<file path="config.mk">
export PLATFORM = sky130hd
export DESIGN_NAME = peregrine_dram1_dma_flat
export DESIGN_NICKNAME = d
export VERILOG_FILES = /design/src/rtl/peregrine_dram1_dma_pkg.sv /design/src/rtl/peregrine_dram1_dma_if.sv /design/src/rtl/peregrine_dram1_dma_rdfifo.sv /design/src/rtl/peregrine_dram1_dma.sv /design/src/flat_wrapper.sv
export SDC_FILE = /design/constraint.sdc
export NUM_CORES = 1
export LEC_CHECK = 0
export CORE_ASPECT_RATIO = 1.4
export CORE_MARGIN = 2
export CORE_UTILIZATION = 50
export CTS_BUF_LIST = sky130_fd_sc_hd__clkbuf_16
export DETAILED_ROUTE_END_ITERATION = 16
export PLACE_DENSITY = 0.86
export SETUP_SLACK_MARGIN = 0.1
export SYNTH_ARGS = -nofsm -noshare
export SYNTH_HDL_FRONTEND = slang
export SYNTH_SLANG_ARGS = --single-unit
export TNS_END_PERCENT = 10
</file>
<file path="constraint.sdc">
create_clock -name CLK -period 10.5 [get_ports CLK]
set_clock_uncertainty 0.1 [all_clocks]
set_input_delay 2.1 -clock CLK [delete_from_list [all_inputs] [get_ports CLK]]
set_output_delay 2.1 -clock CLK [all_outputs]
set_load 0.02 [all_outputs]
</file>
<file path="src/rtl/peregrine_dram1_dma_pkg.sv">
// peregrine_dram1_dma_pkg: shared types and default sizes for the DRAM1 burst engine
package peregrine_dram1_dma_pkg;
    localparam int DEF_AWIDTH    = 16;
    localparam int DEF_LENW      = 4;
    localparam int DEF_RDQ_DEPTH = 4;

    typedef enum logic [1:0] {IDLE, WRITE, READ, DRAIN} state_t;

    typedef struct packed {
        logic [31:0] data;
        logic        last;
    } rd_entry_t;
endpackage

</file>
<file path="src/rtl/peregrine_dram1_dma_if.sv">
// peregrine_dram1_dma_if: command, write, read and DRAM1 port signals of the burst engine
interface peregrine_dram1_dma_if
    import peregrine_dram1_dma_pkg::*;
#(
    parameter int AWIDTH = DEF_AWIDTH,
    parameter int LENW   = DEF_LENW
);
    logic              CmdValid;
    logic              CmdReady;
    logic              CmdWrite;
    logic [AWIDTH-1:0] CmdAddr;
    logic [LENW-1:0]   CmdLen;
    logic              WrValid;
    logic              WrReady;
    logic [31:0]       WrData;
    logic [3:0]        WrByteEn;
    logic              RdValid;
    logic              RdReady;
    logic [31:0]       RdData;
    logic              RdLast;
    logic              Busy;
    logic [AWIDTH-1:0] DRam1Addr0;
    logic              DRam1En0;
    logic              DRam1Wr0;
    logic [3:0]        DRam1ByteEn0;
    logic [31:0]       DRam1WrData0;
    logic [31:0]       DRam1Data0;

    modport slave (
        input  CmdValid, CmdWrite, CmdAddr, CmdLen, WrValid, WrData, WrByteEn, RdReady, DRam1Data0,
        output CmdReady, WrReady, RdValid, RdData, RdLast, Busy,
               DRam1Addr0, DRam1En0, DRam1Wr0, DRam1ByteEn0, DRam1WrData0
    );

    modport master (
        output CmdValid, CmdWrite, CmdAddr, CmdLen, WrValid, WrData, WrByteEn, RdReady, DRam1Data0,
        input  CmdReady, WrReady, RdValid, RdData, RdLast, Busy,
               DRam1Addr0, DRam1En0, DRam1Wr0, DRam1ByteEn0, DRam1WrData0
    );
endinterface

</file>
<file path="src/rtl/peregrine_dram1_dma_rdfifo.sv">
// peregrine_dram1_dma_rdfifo: read response FIFO, outputs straight from storage flops
module peregrine_dram1_dma_rdfifo
    import peregrine_dram1_dma_pkg::*;
#(
    parameter int DEPTH = DEF_RDQ_DEPTH,
    localparam int AW   = $clog2(DEPTH)
) (
    input  logic      CLK,
    input  logic      Reset,
    input  logic      i_push,
    input  rd_entry_t i_data,
    input  logic      i_pop,
    output rd_entry_t o_data,
    output logic [AW:0] o_count
);
    rd_entry_t   r_mem [DEPTH];
    logic [AW-1:0] r_wptr;
    logic [AW-1:0] r_rptr;
    logic [AW:0]   r_count;
    logic          w_pop;
    logic          w_push;

    assign w_pop   = i_pop && (r_count != '0);
    assign w_push  = i_push && ((int'(r_count) != DEPTH) || w_pop);
    assign o_data  = r_mem[r_rptr];
    assign o_count = r_count;

    // storage, pointers and occupancy; cleared so outputs read zero after reset
    always_ff @(posedge CLK or posedge Reset) begin
        if (Reset) begin
            for (int i = 0; i < DEPTH; i++) r_mem[i] <= '0;
            r_wptr  <= '0;
            r_rptr  <= '0;
            r_count <= '0;
        end else begin
            if (w_push) begin
                r_mem[r_wptr] <= i_data;
                r_wptr        <= r_wptr + 1'b1;
            end
            if (w_pop) r_rptr <= r_rptr + 1'b1;
            r_count <= r_count + {{AW{1'b0}}, w_push} - {{AW{1'b0}}, w_pop};
        end
    end
endmodule

</file>
<file path="src/rtl/peregrine_dram1_dma.sv">
// peregrine_dram1_dma: word-burst read/write engine owning the DRAM1 single port
module peregrine_dram1_dma
    import peregrine_dram1_dma_pkg::*;
#(
    parameter int AWIDTH    = DEF_AWIDTH,
    parameter int LENW      = DEF_LENW,
    parameter int RDQ_DEPTH = DEF_RDQ_DEPTH,
    localparam int CW       = $clog2(RDQ_DEPTH) + 1
) (
    input logic                  CLK,
    input logic                  Reset,
    peregrine_dram1_dma_if.slave bus
);
    state_t            r_state;
    state_t            w_next;
    logic [AWIDTH-1:0] r_addr;
    logic [LENW-1:0]   r_len;
    logic [LENW:0]     r_cnt;
    logic              r_mem_en;
    logic              r_mem_wr;
    logic [AWIDTH-1:0] r_mem_addr;
    logic [3:0]        r_mem_be;
    logic [31:0]       r_mem_wdata;
    logic              r_last1;
    logic              r_pend2;
    logic              r_last2;
    logic              w_cmd_fire;
    logic              w_wr_fire;
    logic              w_issue;
    logic              w_last_beat;
    logic              w_pop;
    logic [1:0]        w_inflight;
    logic [CW-1:0]     w_count;
    rd_entry_t         w_head;

    // reads on the port (stage 1) plus data currently on DRam1Data0 (stage 2)
    assign w_inflight  = {1'b0, r_mem_en & ~r_mem_wr} + {1'b0, r_pend2};
    assign w_cmd_fire  = (r_state == IDLE) && bus.CmdValid;
    assign w_wr_fire   = (r_state == WRITE) && bus.WrValid;
    // only issue when every outstanding read is guaranteed a FIFO slot
    assign w_issue     = (r_state == READ) && (int'(w_count) + int'(w_inflight) < RDQ_DEPTH);
    assign w_last_beat = r_cnt == {1'b0, r_len};
    assign w_pop       = bus.RdReady && (w_count != '0);

    assign bus.CmdReady     = r_state == IDLE;
    assign bus.WrReady      = r_state == WRITE;
    assign bus.Busy         = r_state != IDLE;
    assign bus.RdValid      = w_count != '0;
    assign bus.RdData       = w_head.data;
    assign bus.RdLast       = w_head.last;
    assign bus.DRam1Addr0   = r_mem_addr;
    assign bus.DRam1En0     = r_mem_en;
    assign bus.DRam1Wr0     = r_mem_wr;
    assign bus.DRam1ByteEn0 = r_mem_be;
    assign bus.DRam1WrData0 = r_mem_wdata;

    peregrine_dram1_dma_rdfifo #(.DEPTH(RDQ_DEPTH)) u_rdfifo (
        .CLK     (CLK),
        .Reset   (Reset),
        .i_push  (r_pend2),
        .i_data  ('{data: bus.DRam1Data0, last: r_last2}),
        .i_pop   (w_pop),
        .o_data  (w_head),
        .o_count (w_count)
    );

    // state register
    always_ff @(posedge CLK or posedge Reset) begin
        if (Reset) r_state <= IDLE;
        else       r_state <= w_next;
    end

    // next state; DRAIN leaves as soon as the final beat is being consumed
    always_comb begin
        w_next = r_state;
        case (r_state)
            IDLE:    if (bus.CmdValid) w_next = bus.CmdWrite ? WRITE : READ;
            WRITE:   if (w_wr_fire && w_last_beat) w_next = IDLE;
            READ:    if (w_issue && w_last_beat) w_next = DRAIN;
            DRAIN:   if (w_inflight == 2'd0 && (w_count == '0 || (int'(w_count) == 1 && w_pop))) w_next = IDLE;
            default: w_next = IDLE;
        endcase
    end

    // burst bookkeeping, registered DRAM1 port and the read-latency pipeline
    always_ff @(posedge CLK or posedge Reset) begin
        if (Reset) begin
            r_addr      <= '0;
            r_len       <= '0;
            r_cnt       <= '0;
            r_mem_en    <= 1'b0;
            r_mem_wr    <= 1'b0;
            r_mem_addr  <= '0;
            r_mem_be    <= '0;
            r_mem_wdata <= '0;
            r_last1     <= 1'b0;
            r_pend2     <= 1'b0;
            r_last2     <= 1'b0;
        end else begin
            r_mem_en <= w_wr_fire | w_issue;
            r_mem_wr <= w_wr_fire;
            r_last1  <= w_issue & w_last_beat;
            r_pend2  <= r_mem_en & ~r_mem_wr;
            r_last2  <= r_last1;
            if (w_cmd_fire) begin
                r_addr <= bus.CmdAddr;
                r_len  <= bus.CmdLen;
                r_cnt  <= '0;
            end
            if (w_wr_fire | w_issue) begin
                r_mem_addr <= r_addr;
                r_addr     <= r_addr + 1'b1;
                r_cnt      <= r_cnt + 1'b1;
            end
            if (w_wr_fire) begin
                r_mem_be    <= bus.WrByteEn;
                r_mem_wdata <= bus.WrData;
            end
        end
    end
endmodule

</file>
<file path="src/flat_wrapper.sv">
// flat-port wrapper written by rule: the top's interface ports become plain ports
module peregrine_dram1_dma_flat import peregrine_dram1_dma_pkg::*;
#(
    parameter int AWIDTH    = DEF_AWIDTH,
    parameter int LENW      = DEF_LENW,
    parameter int RDQ_DEPTH = DEF_RDQ_DEPTH,
    localparam int CW       = $clog2(RDQ_DEPTH) + 1
)
  (CLK, Reset, bus_CmdValid, bus_CmdWrite, bus_CmdAddr, bus_CmdLen, bus_WrValid, bus_WrData, bus_WrByteEn, bus_RdReady, bus_DRam1Data0, bus_CmdReady, bus_WrReady, bus_RdValid, bus_RdData, bus_RdLast, bus_Busy, bus_DRam1Addr0, bus_DRam1En0, bus_DRam1Wr0, bus_DRam1ByteEn0, bus_DRam1WrData0);
  peregrine_dram1_dma_if #(.AWIDTH(AWIDTH), .LENW(LENW)) bus_i ();
  input logic CLK;
  input logic Reset;
  input wire logic [$bits(bus_i.CmdValid)-1:0] bus_CmdValid;
  input wire logic [$bits(bus_i.CmdWrite)-1:0] bus_CmdWrite;
  input wire logic [$bits(bus_i.CmdAddr)-1:0] bus_CmdAddr;
  input wire logic [$bits(bus_i.CmdLen)-1:0] bus_CmdLen;
  input wire logic [$bits(bus_i.WrValid)-1:0] bus_WrValid;
  input wire logic [$bits(bus_i.WrData)-1:0] bus_WrData;
  input wire logic [$bits(bus_i.WrByteEn)-1:0] bus_WrByteEn;
  input wire logic [$bits(bus_i.RdReady)-1:0] bus_RdReady;
  input wire logic [$bits(bus_i.DRam1Data0)-1:0] bus_DRam1Data0;
  output wire logic [$bits(bus_i.CmdReady)-1:0] bus_CmdReady;
  output wire logic [$bits(bus_i.WrReady)-1:0] bus_WrReady;
  output wire logic [$bits(bus_i.RdValid)-1:0] bus_RdValid;
  output wire logic [$bits(bus_i.RdData)-1:0] bus_RdData;
  output wire logic [$bits(bus_i.RdLast)-1:0] bus_RdLast;
  output wire logic [$bits(bus_i.Busy)-1:0] bus_Busy;
  output wire logic [$bits(bus_i.DRam1Addr0)-1:0] bus_DRam1Addr0;
  output wire logic [$bits(bus_i.DRam1En0)-1:0] bus_DRam1En0;
  output wire logic [$bits(bus_i.DRam1Wr0)-1:0] bus_DRam1Wr0;
  output wire logic [$bits(bus_i.DRam1ByteEn0)-1:0] bus_DRam1ByteEn0;
  output wire logic [$bits(bus_i.DRam1WrData0)-1:0] bus_DRam1WrData0;
  assign bus_i.CmdValid = bus_CmdValid;
  assign bus_i.CmdWrite = bus_CmdWrite;
  assign bus_i.CmdAddr = bus_CmdAddr;
  assign bus_i.CmdLen = bus_CmdLen;
  assign bus_i.WrValid = bus_WrValid;
  assign bus_i.WrData = bus_WrData;
  assign bus_i.WrByteEn = bus_WrByteEn;
  assign bus_i.RdReady = bus_RdReady;
  assign bus_i.DRam1Data0 = bus_DRam1Data0;
  assign bus_CmdReady = bus_i.CmdReady;
  assign bus_WrReady = bus_i.WrReady;
  assign bus_RdValid = bus_i.RdValid;
  assign bus_RdData = bus_i.RdData;
  assign bus_RdLast = bus_i.RdLast;
  assign bus_Busy = bus_i.Busy;
  assign bus_DRam1Addr0 = bus_i.DRam1Addr0;
  assign bus_DRam1En0 = bus_i.DRam1En0;
  assign bus_DRam1Wr0 = bus_i.DRam1Wr0;
  assign bus_DRam1ByteEn0 = bus_i.DRam1ByteEn0;
  assign bus_DRam1WrData0 = bus_i.DRam1WrData0;
  peregrine_dram1_dma #(.AWIDTH(AWIDTH), .LENW(LENW), .RDQ_DEPTH(RDQ_DEPTH)) u_core (.CLK(CLK), .Reset(Reset), .bus(bus_i));
endmodule
</file>
# ---- Word level (Yosys, flattened, before mapping)
# Index checks and enable logic that the tools add are counted.
# W data, S select, Z words.
dict set report totals {
  reg_bits 223
  inputBits 94
  out_inout_bits 91
  wordCells 87
}
dict set report classes {
  addsub 8
  order_cmp 4
  eq_ne 10
  mux 16
  bitwise 6
  reduce_logical 20
}
# operator count
set op_table {}
lappend op_table {{$bwmux W132} 1}
lappend op_table {{$mux W33} 3}
lappend op_table {{$bmux W33 S2} 1}
lappend op_table {{$demux W33 S2} 1}
lappend op_table {{$lt A32 B4 Y1 const B} 1}
lappend op_table {{$mux W16} 2}
lappend op_table {{$add A16 B1 Y16 const B} 1}
lappend op_table {{$logic_and A1 B1 Y1} 11}
lappend op_table {{$mux W2} 5}
lappend op_table {{$mux W5} 2}
lappend op_table {{$pmux W2 S4} 1}
lappend op_table {{$ge A3 B3 Y1 const B} 2}
lappend op_table {{$not A2 Y3} 2}
lappend op_table {{$add A5 B1 Y5 const B} 1}
lappend op_table {{$eq A5 B4 Y1} 1}
lappend op_table {{$add A2 B1 Y2 const B} 2}
lappend op_table {{$add A3 B2 Y4} 1}
lappend op_table {{$eq A2 B2 Y1 const B} 2}
lappend op_table {{$logic_not A2 Y1} 2}
lappend op_table {{$ne A2 B1 Y1 const B} 2}
lappend op_table {{$ne A2 B2 Y1 const B} 2}
lappend op_table {{$reduce_and A4 Y1} 1}
lappend op_table {{$reduce_bool A2 Y1} 2}
lappend op_table {{$add A3 B1 Y3} 1}
lappend op_table {{12 further kinds} 14}

# ---- Longest topological paths before layout
dict set report depth {
  depth_word 9
  ltp_mapped 12
  ltp_nobuf 10
}

# ---- By module
# A second synthesis with hierarchy kept.
dict set report hier_totals {
  hier_cells 759
  hier_area_um2 9862.0
}
# mod instances cells_per_inst area_per_inst_um2 seq_area_each_um2
set modules_own_cells {}
lappend modules_own_cells {peregrine_dram1_dma_rdfifo 1 355 6134.6 3478.3}
lappend modules_own_cells {peregrine_dram1_dma 1 404 3727.3 2102.0}

# ---- Worst setup path before layout
# Ideal clock, no wire load.
dict set report synth_timing {
  path_type {input to register}
  startpoint {in bus_RdReady}
  endpoint {reg u_core.u_rdfifo.r_count[2] (netlist: u_core.u_rdfifo.o_count[2])}
  setup_time_ps 124
  t_arrival_ps 3674
  required_ps 10276
  setup_slack_ps 6602
  cell_stages 10
  path_buffers 0
  cell_sequence {nor4b_1 -> nor2_2 -> inv_1 -> ha_1 -> inv_1 -> ha_1 -> inv_1 -> fa_1 -> xnor2_1 -> xnor2_1}
}
dict set report synth_via {
  elab_chain_cells 6
}
# element line
set synth_lines {}
lappend synth_lines {{from (decl)} flat_wrapper.sv:20} ;# input wire logic [$bits(bus_i.RdReady)-1:0] bus_RdReady;
lappend synth_lines {{$logic_and A1 B1 Y1 *} peregrine_dram1_dma.sv:43} ;# assign w_pop = bus.RdReady && (w_count != '0);
lappend synth_lines {{$logic_and A1 B1 Y1 *} peregrine_dram1_dma_rdfifo.sv:23} ;# assign w_pop = i_pop && (r_count != '0);
lappend synth_lines {{$logic_or A1 B1 Y1} peregrine_dram1_dma_rdfifo.sv:24} ;# assign w_push = i_push && ((int'(r_count) != DEPTH) || w_pop);
lappend synth_lines {{$logic_and A1 B1 Y1} peregrine_dram1_dma_rdfifo.sv:24}
lappend synth_lines {{$add A3 B1 Y3} peregrine_dram1_dma_rdfifo.sv:41} ;# r_count <= r_count + {{AW{1'b0}}, w_push} - {{AW{1'b0}}, w_pop};
lappend synth_lines {{$sub A3 B1 Y3 *} peregrine_dram1_dma_rdfifo.sv:41}
lappend synth_lines {{to (signal assigned)} peregrine_dram1_dma_rdfifo.sv:41}
lappend synth_lines {{to (decl)} peregrine_dram1_dma_rdfifo.sv:19} ;# logic [AW:0] r_count;
# Mark *: on every way between the ends. The rest lies on a longest branch, timed or not.
# A chain may end at the register's enable or synchronous reset.

# ---- Worst setup path in the final report
dict set report layout_timing {
  startpoint {reg u_core.u_rdfifo.r_rptr[1]}
  endpoint {out bus_RdData[10]}
}
dict set report layout_via {
  elab_chain_cells 4
}
# element line
set layout_lines {}
lappend layout_lines {{from (decl)} peregrine_dram1_dma_rdfifo.sv:18} ;# logic [AW-1:0] r_rptr;
lappend layout_lines {{from (signal assigned)} peregrine_dram1_dma_rdfifo.sv:40} ;# if (w_pop) r_rptr <= r_rptr + 1'b1;
lappend layout_lines {{$not A2 Y3 (not written as such)} peregrine_dram1_dma_rdfifo.sv:25} ;# assign o_data = r_mem[r_rptr];
lappend layout_lines {{$bmux W33 S2} peregrine_dram1_dma_rdfifo.sv:25}
lappend layout_lines {{$mux W33 (not written as such) (2 in series)} peregrine_dram1_dma_rdfifo.sv:25}
lappend layout_lines {{to (decl)} flat_wrapper.sv:25} ;# output wire logic [$bits(bus_i.RdData)-1:0] bus_RdData;
# No other way between the ends. The select of a mux whose other input is x is not followed.

==> impl_metrics.json <==
{
  "slew_headroom": 0.461,
  "drt_iter0_drc": 351,
  "run_status": "completed",
  "ant_nets": 0,
  "finalHoldViolations": 0,
  "cp_max_fo": 22,
  "ys.flop_type": "dfrtp_1",
  "clockBufferDepth": 3,
  "synth_edf_count": 0,
  "fmax_ghz": 0.206,
  "rsz0062_at_grt": "false",
  "synth_compound_area_frac": 0.0399,
  "ir_drop_mv": 0.236,
  "endpoint_kind": "output port",
  "diodes": 0,
  "setup_viol": 0,
  "placementRows": 60,
  "cap_violations": 0,
  "synth_top_area_frac": 0.572,
  "cts-resized-gates": 0,
  "synth.distinct_cells": 54,
  "cp_cell_sequence": "buf_4 -> mux4_2 -> clkdlybuf4s50_1",
  "areaGrowthSynthToFinish_pct": 28.6,
  "hold_path.class": "register to register",
  "totalWireLength_mm": 21.2,
  "cts_made_buffers": 22,
  "clk_pin_slew_worst_paths_ns": 0.06,
  "core_sq_um": 19100,
  "grt_antenna_before_repair": 0,
  "post_drt_wl_per_cell_um": 17.7,
  "top_level_ports": 185,
  "cp-start-kind": "register",
  "power.leakage_uw": 0.00554,
  "place_ws_ns": 6.06,
  "dieArea_sq_um": 20700,
  "grt_usage": 0.213,
  "worst_slack_ns": 5.64,
  "fp.dieH_um": 169,
  "cts_tree": "built",
  "gr-usage-met3": 0.0427,
  "fin_area_sq_um": 12500,
  "yosysWarnings": 0,
  "route.detailed.drc": 0,
  "place_congestion": 0.781,
  "h-tree-depth": 1,
  "portBuffers": 184,
  "hpwl_mm": 13.4,
  "power_density_nw_per_um2": 335,
  "synth_seq_area_share": 0.572,
  "gr-total-overflow": 0,
  "initial_core_util": 0.509,
  "yosys.area.top_type": "dfrtp_1",
  "synthAdderAreaFrac": 0.0162,
  "synth_top_family_by_area": "multiplexers",
  "postSynthAreaPerCell_sq_um": 12.9,
  "grtUsageMet1": 0.260,
  "timing.final.crit_share": 0.463,
  "critPathMaxStageDelay_ns": 0.80,
  "busiest_layer": "met2",
  "synthArstFlopShare": 1.00,
  "syn_nets": 862,
  "final_max_slew_viol_count": 0,
  "grt_max_degree": 107,
  "met2_usage": 0.382,
  "vias_per_cell": 5.46,
  "cts_setup_buffers": 0,
  "synthXorXnorAreaFrac": 0.0108,
  "ys_top_cells_by_area": "dfrtp_1 57%, mux2_2 15%, mux4_2 7.6%, nand2_1 7.2%, ha_1 1.4%",
  "synthCells": 756,
  "ctsRootBufferMaster": "clkbuf_16",
  "grt_pass1_vias": 7041,
  "critPathRequiredTime_ns": 8.30,
  "worstMarginPinSlew_ns": 0.808,
  "nets": 1042,
  "die_w_um": 122,
  "grt_pass1_wl_mm": 35.3,
  "clk_latency_ns": 0.49,
  "drive_gt1_frac": 0.241,
  "synth_seq_cells": 223,
  "place_area_sq_um": 11800,
  "ctsHoldBuffers": 0,
  "cpMaxStageDelayCell": "dfrtp_1",
  "first_pass_iters": 7,
  "syn-cell-area_sq_um": 9750,
  "critPathKind": "register to output port",
  "period_needed_ns": 4.86,
  "vias": 6547,
  "synthSimpleGateAreaFrac": 0.106,
  "finalSetupTns_ns": 0,
  "synth.area.mux_share": 0.229,
  "cp.arrival_ns": 2.66,
  "clock_sinks": 223
}
==> layer usage <==
layer / up-vias / part of all wire / wire length, um
met4: 0 / 0.020 / 415
met2: 188 / 0.53 / 11300
li1: 2988 / - / -
met3: 32 / 0.059 / 1250
met1: 3339 / 0.39 / 8270
met5: - / 0 / 0
==> flip-flops by register name (all words and copies together) (netlist names), 2 cells and up <==
| name | cells |
|---|---|
| u_core.bus.DRam1Addr0 | 16 |
| u_core.r_addr | 16 |
| u_core.r_state | 2 |
| u_core.bus.DRam1WrData0 | 32 |
| u_core.u_rdfifo.o_count | 3 |
| u_core.bus.DRam1ByteEn0 | 4 |
| u_core.u_rdfifo.r_wptr | 2 |
| u_core.u_rdfifo.r_rptr | 2 |
| u_core.u_rdfifo.r_mem | 132 |
| u_core.r_len | 4 |
| u_core.r_cnt | 5 |
==> final cells by class <==
| class | count | area (sq um) |
|---|---|---|
| clock inverters | 17 | 185 |
| fillers | 1418 | 6600 |
| inverters | 15 | 68.8 |
| clock buffers | 23 | 576 |
| multi-input cells | 481 | 3910 |
| repair buffers | 193 | 1910 |
| well taps | 248 | 310 |
| flip-flops and latches | 223 | 5580 |
==> power by group <==
part           internal (uW)  switching, uW
Clock                    495            326
Sequential              1260            260
Combinational            985            876
==> layout by cell type (no fill, tap or decap), types with 2 or more instances in the layout <==
cell | Yosys | layout
xor2_1 | 5 | 5
a21o_1 | 2 | 2
or2_2 | 2 | 2
o21ai_1 | 2 | 2
nor2_1 | 13 | 13
nand4_1 | 5 | 5
a31oi_1 | 3 | 3
nor3_1 | 4 | 4
o21ai_0 | 6 | 6
and3_1 | 2 | 2
nand3_1 | 8 | 8
xnor2_1 | 7 | 7
o311ai_1 | 2 | 2
bufinv_16 | 0 | 4
nand2b_1 | 3 | 3
a221o_1 | 3 | 3
o211ai_1 | 3 | 3
and2_1 | 3 | 3
o211ai_2 | 2 | 2
a21oi_1 | 16 | 16
clkdlybuf4s50_1 | 0 | 184
clkinvlp_4 | 0 | 4
clkinv_1 | 0 | 5
clkbuf_16 | 0 | 23
dfrtp_1 | 223 | 222
buf_4 | 3 | 9
nor4_2 | 2 | 2
mux4_2 | 33 | 33
o221a_2 | 3 | 3
mux2_2 | 132 | 132
ha_1 | 11 | 11
nor4b_1 | 2 | 2
nand2_1 | 187 | 187
nand3_2 | 2 | 2
o31ai_1 | 2 | 2
inv_1 | 13 | 15
==> worst max-delay path, delay by kind of cell, from the launching register on <==
family	cells	cell delay (ns)
DFF	1	0.80
buffers and inverters	2	1.00
muxes	1	0.37
==> per-stage QoR <==
step           hold slack, ns  cells  total power (uW)  utilization
2_1_floorplan           0.231    756              2730            -
3_3_place_gp            0.234   1160              3320        0.615
3_5_place_dp            0.242   1160              3400        0.615
4_1_cts                 0.256   1200              4250        0.655
5_1_grt                 0.257   1200              4460        0.655
6_report                0.250   1200              4200        0.655
==> final timing paths <==
| kind | from | cells after the start | to | slack [ns] |
|---|---|---|---|---|
| max | u_core.u_rdfifo.r_rptr[1] | 3 | bus_RdData[10] | 5.64 |
| min | u_core.r_last1 | 0 | u_core.r_last2 | 0.25 |
| max reg2reg | u_core.bus.DRam1Wr0 | 10 | u_core.r_addr[8] | 7.62 |
| min reg2reg | u_core.r_last1 | 0 | u_core.r_last2 | 0.25 |
| max in group asynchronous | Reset | 3 | u_core.u_rdfifo.r_mem[75] | 6.94 |
| min in group asynchronous | Reset | 2 | u_core.bus.DRam1ByteEn0[1] | 2.06 |
==> cell usage after synthesis (all sizes together), types with 4 or more instances <==
library cell  count
a21oi            16
buf              26
clkbuf           11
dfrtp           223
ha               11
inv              14
mux2            132
mux4             33
nand2           188
nand3            10
nand4             5
nor2             15
nor3              4
o211ai            5
o21ai             8
xnor2             7
xor2              5
==> kinds of logic after synthesis <==
group / Yosys count
adders and majority gates: 12
and+or+nand+nor: 240
muxes: 165
xor gates and xnor gates: 12
DFF: 223
buffers and inverters: 52
AOI/OAI and AO/OA: 52
No activity file was read; power rests on OpenSTA's default activity.
